==> config.mk <==
export PLATFORM = sky130hd
export DESIGN_NAME = instr_encoder_flat
export DESIGN_NICKNAME = d
export VERILOG_FILES = /design/src/rtl/instr_encoder_if.sv /design/src/rtl/instr_encoder.sv /design/src/flat_wrapper.sv
export SDC_FILE = /design/constraint.sdc
export NUM_CORES = 1
export LEC_CHECK = 0
export ABC_AREA = 1
export CAP_MARGIN = 20
export CORE_MARGIN = 10
export CORE_UTILIZATION = 57
export CTS_BUF_LIST = sky130_fd_sc_hd__clkbuf_4
export DETAILED_ROUTE_END_ITERATION = 10
export PLACE_DENSITY = 0.86
export SYNTH_ARGS = -nofsm -noshare
export SYNTH_HDL_FRONTEND = slang
export SYNTH_SLANG_ARGS = --single-unit
==> constraint.sdc <==
create_clock -name clk -period 2.97 [get_ports clk]
set_clock_uncertainty 0.1 [all_clocks]
set_input_delay 0.594 -clock clk [delete_from_list [all_inputs] [get_ports clk]]
set_output_delay 0.594 -clock clk [all_outputs]
set_load 0.01 [all_outputs]
==> src/rtl/instr_encoder_if.sv <==
// Request/response bundle for the RV32IM instruction encoder: loader side is master,
// encoder side is slave. Statistics counters ride along with the response signals.
interface instr_encoder_if #(
  parameter int CNT_W = 16
);
  logic             in_valid;
  logic             in_ready;
  logic [2:0]       in_fmt;
  logic [6:0]       in_opcode;
  logic [4:0]       in_rd;
  logic [4:0]       in_rs1;
  logic [4:0]       in_rs2;
  logic [2:0]       in_funct3;
  logic [6:0]       in_funct7;
  logic [31:0]      in_imm;
  logic             out_valid;
  logic             out_ready;
  logic [31:0]      out_instr;
  logic [1:0]       out_err;
  logic [CNT_W-1:0] cnt_ok;
  logic [CNT_W-1:0] cnt_err;

  modport master (
    output in_valid, in_fmt, in_opcode, in_rd, in_rs1, in_rs2, in_funct3, in_funct7, in_imm,
    output out_ready,
    input  in_ready, out_valid, out_instr, out_err, cnt_ok, cnt_err
  );

  modport slave (
    input  in_valid, in_fmt, in_opcode, in_rd, in_rs1, in_rs2, in_funct3, in_funct7, in_imm,
    input  out_ready,
    output in_ready, out_valid, out_instr, out_err, cnt_ok, cnt_err
  );
endinterface

==> src/rtl/instr_encoder.sv <==
// Packs register fields and a signed immediate into an RV32IM word. Two-stage valid/ready
// pipeline: S1 registers the request and its error code, S2 holds the packed word.
module instr_encoder #(
  parameter int          CNT_W    = 16,
  parameter logic [31:0] NOP_WORD = 32'h0000_0013
) (
  input logic            clk,
  input logic            rst_n,
  instr_encoder_if.slave bus
);

  localparam int STAGES = 2;
  localparam logic [2:0] F_R = 3'd0, F_I = 3'd1, F_S = 3'd2, F_B = 3'd3, F_U = 3'd4, F_J = 3'd5;

  typedef struct packed {
    logic [2:0]  fmt;
    logic [6:0]  op;
    logic [4:0]  rd;
    logic [4:0]  rs1;
    logic [4:0]  rs2;
    logic [2:0]  f3;
    logic [6:0]  f7;
    logic [31:0] imm;
    logic [1:0]  err;
  } req_t;

  // Priority: illegal fmt, then range, then alignment.
  function automatic logic [1:0] imm_err(input logic [2:0] fmt, input logic [31:0] imm);
    logic signed [31:0] s;
    s = imm;
    imm_err = 2'd0;
    case (fmt)
      F_R:      imm_err = 2'd0;
      F_I, F_S: if (s < -32'sd2048 || s > 32'sd2047) imm_err = 2'd1;
      F_B:      if (s < -32'sd4096 || s > 32'sd4094) imm_err = 2'd1;
                else if (imm[0]) imm_err = 2'd2;
      F_U:      if (imm[11:0] != 12'd0) imm_err = 2'd2;
      F_J:      if (s < -32'sd1048576 || s > 32'sd1048574) imm_err = 2'd1;
                else if (imm[0]) imm_err = 2'd2;
      default:  imm_err = 2'd3;
    endcase
  endfunction

  function automatic logic [31:0] pack(input req_t r);
    case (r.fmt)
      F_R:     pack = {r.f7, r.rs2, r.rs1, r.f3, r.rd, r.op};
      F_I:     pack = {r.imm[11:0], r.rs1, r.f3, r.rd, r.op};
      F_S:     pack = {r.imm[11:5], r.rs2, r.rs1, r.f3, r.imm[4:0], r.op};
      F_B:     pack = {r.imm[12], r.imm[10:5], r.rs2, r.rs1, r.f3, r.imm[4:1], r.imm[11], r.op};
      F_U:     pack = {r.imm[31:12], r.rd, r.op};
      F_J:     pack = {r.imm[20], r.imm[10:1], r.imm[11], r.imm[19:12], r.rd, r.op};
      default: pack = NOP_WORD;
    endcase
    if (r.err != 2'd0) pack = NOP_WORD;
  endfunction

  logic [STAGES:1] vld_pipe;
  req_t            s1;
  logic [31:0]     s2_instr;
  logic [1:0]      s2_err;
  logic [CNT_W-1:0] ok_q, err_q;
  logic            s2_adv, accept, emit;

  assign s2_adv       = vld_pipe[1] & (~vld_pipe[2] | bus.out_ready);
  assign bus.in_ready = ~vld_pipe[1] | s2_adv;
  assign accept       = bus.in_valid & bus.in_ready;
  assign emit         = vld_pipe[2] & bus.out_ready;

  assign bus.out_valid = vld_pipe[2];
  assign bus.out_instr = s2_instr;
  assign bus.out_err   = s2_err;
  assign bus.cnt_ok    = ok_q;
  assign bus.cnt_err   = err_q;

  always_ff @(posedge clk or negedge rst_n) begin
    if (!rst_n) begin
      vld_pipe <= '0;
      s1       <= '0;
      s2_instr <= '0;
      s2_err   <= '0;
      ok_q     <= '0;
      err_q    <= '0;
    end else begin
      if (accept) begin
        s1 <= '{fmt: bus.in_fmt, op: bus.in_opcode, rd: bus.in_rd, rs1: bus.in_rs1,
                rs2: bus.in_rs2, f3: bus.in_funct3, f7: bus.in_funct7, imm: bus.in_imm,
                err: imm_err(bus.in_fmt, bus.in_imm)};
        vld_pipe[1] <= 1'b1;
      end else if (s2_adv) begin
        vld_pipe[1] <= 1'b0;
      end

      // S2 only reloads on advance, so a stalled output stays stable.
      if (s2_adv) begin
        vld_pipe[2] <= 1'b1;
        s2_instr    <= pack(s1);
        s2_err      <= s1.err;
      end else if (emit) begin
        vld_pipe[2] <= 1'b0;
      end

      if (emit) begin
        if (s2_err == 2'd0) begin
          if (ok_q != '1) ok_q <= ok_q + 1'b1;
        end else begin
          if (err_q != '1) err_q <= err_q + 1'b1;
        end
      end
    end
  end

endmodule

==> src/flat_wrapper.sv <==
// flat-port wrapper written by rule: the top's interface ports become plain ports
module instr_encoder_flat 
#(
  parameter int          CNT_W    = 16,
  parameter logic [31:0] NOP_WORD = 32'h0000_0013
)
  (clk, rst_n, bus_in_valid, bus_in_fmt, bus_in_opcode, bus_in_rd, bus_in_rs1, bus_in_rs2, bus_in_funct3, bus_in_funct7, bus_in_imm, bus_out_ready, bus_in_ready, bus_out_valid, bus_out_instr, bus_out_err, bus_cnt_ok, bus_cnt_err);
  instr_encoder_if #(.CNT_W(CNT_W)) bus_i ();
  input logic clk;
  input logic rst_n;
  input wire logic [$bits(bus_i.in_valid)-1:0] bus_in_valid;
  input wire logic [$bits(bus_i.in_fmt)-1:0] bus_in_fmt;
  input wire logic [$bits(bus_i.in_opcode)-1:0] bus_in_opcode;
  input wire logic [$bits(bus_i.in_rd)-1:0] bus_in_rd;
  input wire logic [$bits(bus_i.in_rs1)-1:0] bus_in_rs1;
  input wire logic [$bits(bus_i.in_rs2)-1:0] bus_in_rs2;
  input wire logic [$bits(bus_i.in_funct3)-1:0] bus_in_funct3;
  input wire logic [$bits(bus_i.in_funct7)-1:0] bus_in_funct7;
  input wire logic [$bits(bus_i.in_imm)-1:0] bus_in_imm;
  input wire logic [$bits(bus_i.out_ready)-1:0] bus_out_ready;
  output wire logic [$bits(bus_i.in_ready)-1:0] bus_in_ready;
  output wire logic [$bits(bus_i.out_valid)-1:0] bus_out_valid;
  output wire logic [$bits(bus_i.out_instr)-1:0] bus_out_instr;
  output wire logic [$bits(bus_i.out_err)-1:0] bus_out_err;
  output wire logic [$bits(bus_i.cnt_ok)-1:0] bus_cnt_ok;
  output wire logic [$bits(bus_i.cnt_err)-1:0] bus_cnt_err;
  assign bus_i.in_valid = bus_in_valid;
  assign bus_i.in_fmt = bus_in_fmt;
  assign bus_i.in_opcode = bus_in_opcode;
  assign bus_i.in_rd = bus_in_rd;
  assign bus_i.in_rs1 = bus_in_rs1;
  assign bus_i.in_rs2 = bus_in_rs2;
  assign bus_i.in_funct3 = bus_in_funct3;
  assign bus_i.in_funct7 = bus_in_funct7;
  assign bus_i.in_imm = bus_in_imm;
  assign bus_i.out_ready = bus_out_ready;
  assign bus_in_ready = bus_i.in_ready;
  assign bus_out_valid = bus_i.out_valid;
  assign bus_out_instr = bus_i.out_instr;
  assign bus_out_err = bus_i.out_err;
  assign bus_cnt_ok = bus_i.cnt_ok;
  assign bus_cnt_err = bus_i.cnt_err;
  instr_encoder #(.CNT_W(CNT_W), .NOP_WORD(NOP_WORD)) u_core (.clk(clk), .rst_n(rst_n), .bus(bus_i));
endmodule
==> results of run 1 <==
==> flip-flops by register name (all words and copies together), names as in the netlist <==
signal                count
u_core.s1                69
u_core.bus.cnt_err       16
u_core.vld_pipe           2
u_core.bus.out_err        2
u_core.bus.cnt_ok        16
u_core.bus.out_instr     32
==> cell type report <==
class / instances / area, um^2
repair buffers: 145 / 1460
multi-input cells: 539 / 2580
clock buffers: 22 / 165
fillers: 818 / 2730
inverters: 65 / 246
clock inverters: 10 / 103
well taps: 140 / 175
flip-flops and latches: 137 / 3430
==> logic make-up (layout without fill, tap and decap cells) <==
| logic type | after synthesis | count (layout) | share of synthesized area |
|---|---|---|---|
| AOI/OAI and AO/OA | 95 | 95 | 0.0915 |
| xor gates and xnor gates | 27 | 27 | 0.0372 |
| adders and majority gates | 2 | 2 | 0.00393 |
| buffers and inverters | 89 | 242 | 0.0553 |
| DFF | 137 | 137 | 0.539 |
| muxes | 5 | 5 | 0.00787 |
| and+or+nand+nor | 410 | 410 | 0.265 |
==> cell usage after synthesis <==
cell type and count:
nand3_2 2, buf_1 4, a21oi_1 4, o21ai_1 2
o31ai_1 2, xnor2_1 7, a22o_1 9, nor2_1 59
a31oi_1 1, buf_4 1, inv_1 62, o22ai_1 3
ha_1 2, nand3b_1 2, nand2_1 285, nand3_1 23
nor4_1 10, nand4_2 1, a211oi_1 1, nand4_1 8
o21ai_0 57, a221oi_1 10, o221ai_1 1, mux2i_1 5
nand2_4 1, dfrtp_1 137, o22a_1 3, xor2_1 20
inv_2 1, nor3_1 16, nor2_2 1, o21ai_2 2
inv_4 1, nor3_2 1, buf_6 1, nor2_4 1
buf_2 3, clkbuf_1 15, clkinv_1 1
==> metrics by stage <==
stage / hold slack (ns) / instance area [um^2] / worst slack (ns)
5_1_grt: 0.415 / 8160 / 0.412
3_3_place_gp: 0.362 / 7880 / 0.347
2_1_floorplan: 0.198 / 6360 / 1.07
3_5_place_dp: 0.367 / 7880 / 0.236
6_report: 0.392 / 8160 / 0.464
4_1_cts: 0.393 / 8160 / 0.457
==> worst max-delay path by stage <==
| stage | slack, ns | endpoint | depth (start not counted) | start |
|---|---|---|---|---|
| floorplan | 1.07 | u_core.bus.cnt_err[3] | 11 | u_core.bus.cnt_err[0] |
| global placement | 0.35 | u_core.bus.out_instr[16] | 9 | bus_out_ready |
| detailed placement | 0.24 | u_core.bus.out_instr[15] | 9 | bus_out_ready |
| CTS | 0.46 | bus_in_ready | 4 | bus_out_ready |
| global route | 0.41 | bus_in_ready | 4 | bus_out_ready |
| finish | 0.46 | bus_in_ready | 4 | bus_out_ready |
==> worst max-delay path: stages <==
cell and delay (ns):
clkdlybuf4s50_1 0.48, inv_1 0.06, nand3_1 0.12, clkdlybuf4s50_1 0.56
==> routing by layer <==
layer | wire length (um) | track usage | up-vias
met1 | 6920 | 0.251 | 2788
met4 | 380 | 0.0867 | 2
met5 | 9 | 0 | -
li1 | - | - | 2754
met3 | 1330 | 0.0633 | 33
met2 | 8560 | 0.359 | 241
==> power breakdown <==
| group | total, uW | switching (uW) | internal, uW |
|---|---|---|---|
| logic | 1160 | 628 | 530 |
| clock network | 1200 | 664 | 535 |
| registers | 2350 | 224 | 2130 |
==> results.toml, run 1 <==
[placement]
port_buffers = 138
hpwl_um = 12700
placed_cells = 1025
place.gp.congestion = 0.887

[clocking]
cts_buffer_depth = 2
numCtsBuffers = 17
ctsResizeCount = 0
htree_levels = 4
clk-insertion-delay-late_ns = 0.54
cts_sinks = 137
cts_root_buf = "clkbuf_4"
cts.clk_slew.worst_paths_ns = 0.10
hold_buffers = 1
cts_tree = "built"
post-cts-setup-buffer-count = 0

[layout]
final_cell_mix = "nand2_1 (284), clkdlybuf4s50_1 (137), dfrtp_1 (137)"
fin_cells = 1058
diodes = 0
final_common_cell = "nand2_1"
drive_gt1_frac = 0.0545
nNetsFinal = 978
final_util = 0.750
area_growth_pct = 28.4

[synthesis]
syn-instance-count = 765
ys_top_cells_by_area = "dfrtp_1 (54%), nand2_1 (17%), o21ai_0 (4.5%)"
syn_area_per_cell_um2 = 8.31
synth_seq_cells = 137
synth-seq-area-share = 0.539
syn_area_um2 = 6360
synth.top_cell.area_share = 0.539
synth_nets = 838
synth_cell_types = 39
ys_warn_count = 0
netlist.top_cell.by_area = "dfrtp_1"

[global_routing]
grt_max_degree = 74
antenna_found_initial = 1
grt_pass1_vias = 5830
grt_use_total = 0.214
gr-total-overflow = 0
grt_pass1_wl_um = 28200

[setup_path]
r2r_setup_slack_ns = 0.81
crit_fanout = 3
start_kind = "primary input"
r2r_start = "u_core.bus.cnt_err[0]"
path_class = "in -> out"
worst_ep_arrival_time_ns = 1.81
reg2reg_to = "u_core.bus.cnt_err[9]"
critPathRequiredTime_ns = 2.28
end_kind = "output port"
r2r_cells = 10

[sta]
rsz0062_at_grt = "false"
period_needed_ns = 2.51
slew_violations = 0
fin_tns_setup_ns = 0
slew_headroom = 0.513
fin_crit_sh = 0.844
worst_pin_slew_ns = 0.729
final_hold_viol_count = 0
setup_viol = 0
fmax_mhz = 399

[routing]
vias_per_cell = 5.50
antenna_left = 0
routed_wl_um = 17200
drtPass1Iterations = 6
drt_iter0_markers = 569
post_drt_wl_per_cell_um = 16.3
drc_errors = 0
vias = 5818

[worst_hold_path]
hold_path_depth = 2
holdPathEnd = "u_core.s1[50]"
hold_class = "reg -> reg"
min_from = "u_core.s1[50]"

[power_and_ir_drop]
finalPower_uw = 4710
leakage_uw = 0.00383
power_density_nw_per_um2 = 577
ir_drop_mv = 0.312

[floorplanning]
die_width_um = 126
placementRows = 38
die_h_um = 126
initial_utilization = 0.584
die_area_um2 = 15800
core-area_um2 = 10900
ioPinCount = 139

[job]
drv_cap = 0

[run_status]
outcome = "finished, final reports clean"
No activity file was read; power rests on OpenSTA's default activity.
==> run 2, diff against run 1 <==
- CORE_UTILIZATION: 57 -> 53
- PLACE_DENSITY: 0.86 -> 0.81
- clock period: 2.97 -> 2.5 ns (I/O delays scaled with it)
==> results.toml, run 2 (same netlist as run 1, synthesis figures left out) <==
[routing]
routed_wl_um = 17300
antenna_left = 0
post_drt_wl_per_cell_um = 16.3
drtPass1Iterations = 5
vias_per_cell = 5.41
drt_iter0_markers = 522
vias = 5755
drc_errors = 0

[clocking]
cts_sinks = 137
clk-insertion-delay-late_ns = 0.56
cts_root_buf = "clkbuf_4"
post-cts-setup-buffer-count = 0
htree_levels = 4
cts_buffer_depth = 2
numCtsBuffers = 17
cts_tree = "built"
cts.clk_slew.worst_paths_ns = 0.12

[layout]
num-fill-cells = 972
largest_register = "u_core.s1"
area_growth_pct = 28.0
drive_gt1_frac = 0.0543
final_common_cell = "nand2_1"
fin_area_um2 = 8140
final_cell_mix = "nand2_1 (284), clkdlybuf4s50_1 (137), dfrtp_1 (137)"
largest_reg_flops = 69
nNetsFinal = 982
fin_cells = 1064
final_util = 0.704

[power_and_ir_drop]
ir_drop_mv = 0.320
power_density_nw_per_um2 = 653
leakage_uw = 0.00382

[sta]
slew_violations = 0
final_hold_viol_count = 0
slew_headroom = 0.513
fin_crit_sh = 0.932
fin_tns_setup_ns = 0
whs_ns = 0.369
setup_viol = 0
fmax_mhz = 429
rsz0062_at_grt = "false"
worst_pin_slew_ns = 0.730
period_needed_ns = 2.33

[placement]
place.gp.congestion = 0.901
placed_cells = 1032
port_buffers = 138
postPlaceCellArea_um2 = 7930
hpwl_um = 13200

[setup_path]
path_class = "in -> out"
start_kind = "primary input"
critPathRequiredTime_ns = 1.90
worst_ep_arrival_time_ns = 1.73
end_kind = "output port"
crit_fanout = 3

[global_routing]
grt_max_degree = 61
grt_pass1_vias = 5964
grt_pass1_wl_um = 28500
gr-total-overflow = 0
antenna_found_initial = 1
grt_use_total = 0.212

[floorplanning]
core-area_um2 = 11600
ioPinCount = 139
die_h_um = 130
placementRows = 39
die_area_um2 = 16800
die_width_um = 130
initial_utilization = 0.550

[job]
drv_cap = 0

[worst_hold_path]
hold_class = "in -> async"

[run_status]
outcome = "finished, final reports clean"
## run 2: path summary, 6_finish.rpt
check,from,to,slack [ns],cells after the start
setup / recovery,bus_out_ready,bus_in_ready,0.17,4
hold / removal,rst_n,u_core.bus.cnt_err[2],0.37,2
setup reg to reg,u_core.s1[68],u_core.bus.out_instr[31],0.34,5
hold reg to reg,u_core.s1[54],u_core.s1[54],0.39,2
max in group asynchronous,rst_n,u_core.s1[12],1.27,3
min in group clk,bus_in_rs2[4],u_core.s1[48],0.37,3
## run 2: report_power, final
group          total [uW]  leakage [uW]  switching (uW)  internal (uW)
registers            2790       0.00175             269           2530
logic                1390       0.00196             743            642
clock network        1140      0.000109             773            367
total                5320       0.00382            1790           3530
## run 2: critical path, stage by stage
cell,delay [ns]
clkdlybuf4s50_1,0.48
inv_1,0.05
nand3_1,0.13
clkdlybuf4s50_1,0.57
## run 2: routing by layer
| layer | vias to the layer above | global-route usage | share of wire |
|---|---|---|---|
| li1 | 2766 | - | - |
| met1 | 2708 | 0.248 | 0.41 |
| met2 | 233 | 0.353 | 0.48 |
| met3 | 48 | 0.0624 | 0.078 |
| met4 | 0 | 0.0985 | 0.028 |
| met5 | - | 0 | 0 |
## run 2: final cells by class
class / count / area (um^2) / share of cell area
Inverter: 65 / 246 / 0.0303
Antenna cell: 1 / 2.50 / 0.000307
Timing Repair Buffer: 149 / 1510 / 0.185
Clock buffer: 18 / 135 / 0.0166
Sequential cell: 137 / 3430 / 0.421
Tap cell: 143 / 179 / 0.0220
Multi-Input combinational cell: 539 / 2580 / 0.317
Clock inverter: 12 / 62.6 / 0.00769
## run 2: what timing repair did
action	4_1_cts	5_1_grt
hold buffers	1	0
endpoints found under the hold margin	58	0
gates resized for setup	0	0
## run 2: metrics by stage
stage / power (uW) / setup slack, ns
2_1_floorplan: 3490 / 0.603
3_3_place_gp: 4170 / 0.0362
3_5_place_dp: 4230 / -0.0646
4_1_cts: 5360 / 0.164
5_1_grt: 5630 / 0.106
6_report: 5320 / 0.171
==> run 3, diff against run 2 <==
- ABC_CLOCK_PERIOD_IN_PS: not set -> 2150
- clock period: 2.5 -> 2.15 ns (I/O delays scaled with it)
==> results.toml, run 3 (same netlist as run 1, synthesis figures left out) <==
[sta]
worst_slack_ns = 0.0788
fmax_mhz = 483
slew_violations = 0
period_needed_ns = 2.07
slew_headroom = 0.650
fin_crit_sh = 0.963
worst_pin_slew_ns = 0.524
setup_viol = 0
final_hold_viol_count = 0

[layout]
largest_register = "u_core.s1"
final_common_cell = "nand2_1"
fin_cells = 1081
nNetsFinal = 997
regArea_um2 = 3450
area_growth_pct = 31.4
drive_gt1_frac = 0.0896
multi_input_area_um2 = 2580
final_cell_mix = "nand2_1 (284), clkdlybuf4s50_1 (135), dfrtp_1 (121)"
num-fill-cells = 918
largest_reg_flops = 69

[job]
drv_cap = 0

[placement]
hpwl_um = 13100
port_buffers = 138
place.gp.congestion = 0.920
dp_slack_ns = 0.0193
placed_cells = 1043

[clocking]
cts_buffer_depth = 2
htree_levels = 4
cts_tree = "built"
numCtsBuffers = 17
cts_sinks = 137
cts.clk_slew.worst_paths_ns = 0.12
cts_root_buf = "clkbuf_4"
clk-insertion-delay-late_ns = 0.52

[floorplanning]
ioPinCount = 139
die_area_um2 = 16800
initial_utilization = 0.550
die_h_um = 130
core-area_um2 = 11600
placementRows = 39
die_width_um = 130

[setup_path]
critPathRequiredTime_ns = 1.62
crit_buf_inv = 1
path_class = "reg -> out"
critPathLaunch = "u_core.bus.cnt_ok[5]"
worstPathCellList = "clkdlybuf4s50_1"
slowest_delay_ns = 0.56
end_kind = "output port"
r2r_start = "u_core.bus.cnt_err[1]"
r2r_cells = 10
start_kind = "flip-flop"
crit_fanout = 6
reg2reg_to = "u_core.bus.cnt_err[9]"
r2r_setup_slack_ns = 0.16
worst_ep_arrival_time_ns = 1.54
critPathSlowestCell = "clkdlybuf4s50_1"
cp_top_family = "buffers and inverters"

[routing]
post_drt_wl_per_cell_um = 16.3
routed_wl_um = 17600
antenna_left = 0
drc_errors = 0
vias = 5908
vias_per_cell = 5.47
drt_iter0_markers = 501
drtPass1Iterations = 6

[power_and_ir_drop]
ir_drop_mv = 0.395
leakage_uw = 0.00390
power_density_nw_per_um2 = 782

[global_routing]
grt_pass1_vias = 6112
gr-total-overflow = 0
grt_pass1_wl_um = 28600
antenna_found_initial = 1
grt_use_total = 0.210
grt_max_degree = 58

[worst_hold_path]
hold_class = "in -> async"

[run_status]
outcome = "finished, final reports clean"
-- run 3: cell count changes in the layout (fill, tap and decap cells not counted), moves of 2 or more --
cell,before,now
buf_4,7,21
bufinv_16,0,2
clkdlybuf4s50_1,137,135
clkinv_2,5,3
clkinvlp_4,3,5
dfrtp_1,137,121
dfrtp_2,0,16
-- run 3: layer usage --
layer	GRT usage	wire (um)	up-vias	share of wire
li1	-	-	2790	-
met1	0.244	7140	2835	0.41
met2	0.360	8810	253	0.50
met3	0.0661	1370	30	0.078
met4	0.0734	298	0	0.017
met5	0	0	-	0
-- run 3: repair_timing --
item	4_1_cts	5_1_grt
hold endpoints to repair	32	0
setup endpoints to repair	6	16
setup buffers	0	4
resized for setup	6	12
hold buffers	1	0
pin swaps	0	1
-- run 3: final cells by class --
type	count	area share
multi-input combinational	539	0.309
timing repair buffer	164	0.195
clock buffer	18	0.0162
tap	143	0.0214
sequential	137	0.413
inverter	65	0.0295
clock inverter	14	0.0159
antenna	1	0.000299
-- run 3: through the flow --
stage	total power [uW]	hold slack (ns)	util	cell area [um^2]	setup TNS (ns)
global route	6890	0.220	0.722	8350	-0.000810
floorplan	4060	0.0344	-	6360	0
finish	6540	0.238	0.723	8360	0
CTS	6570	0.225	0.718	8310	0
detailed placement	4950	0.232	0.694	8030	0
global placement	4900	0.230	0.694	8030	0
-- run 3: how the worst max path moves through the flow --
stage                             to  slack (ns)  cells after the start
2_1_floorplan  u_core.bus.cnt_err[3]        0.25                     11
3_3_place_gp            bus_in_ready        0.04                      4
3_5_place_dp            u_core.s1[0]        0.02                     10
4_1_cts                bus_cnt_ok[6]        0.01                      1
5_1_grt               bus_cnt_ok[10]     -0.0008                      1
6_report               bus_cnt_ok[5]        0.08                      1
-- run 3: worst register-to-register path: stages, from the launching register on --
cell	delay, ns
dfrtp_1	0.42
ha_1	0.24
nand3_2	0.13
nor3_2	0.17
nand3_1	0.11
nor2_2	0.13
nand4_2	0.11
nand2_4	0.20
inv_4	0.12
nand2_1	0.10
o21ai_2	0.05
-- run 3: power breakdown --
part	switching [uW]	leakage, uW	total, uW	internal (uW)
logic	895	0.00204	1670	777
registers	292	0.00172	3230	2940
clock network	945	0.000132	1630	684
total	2130	0.00390	6540	4400
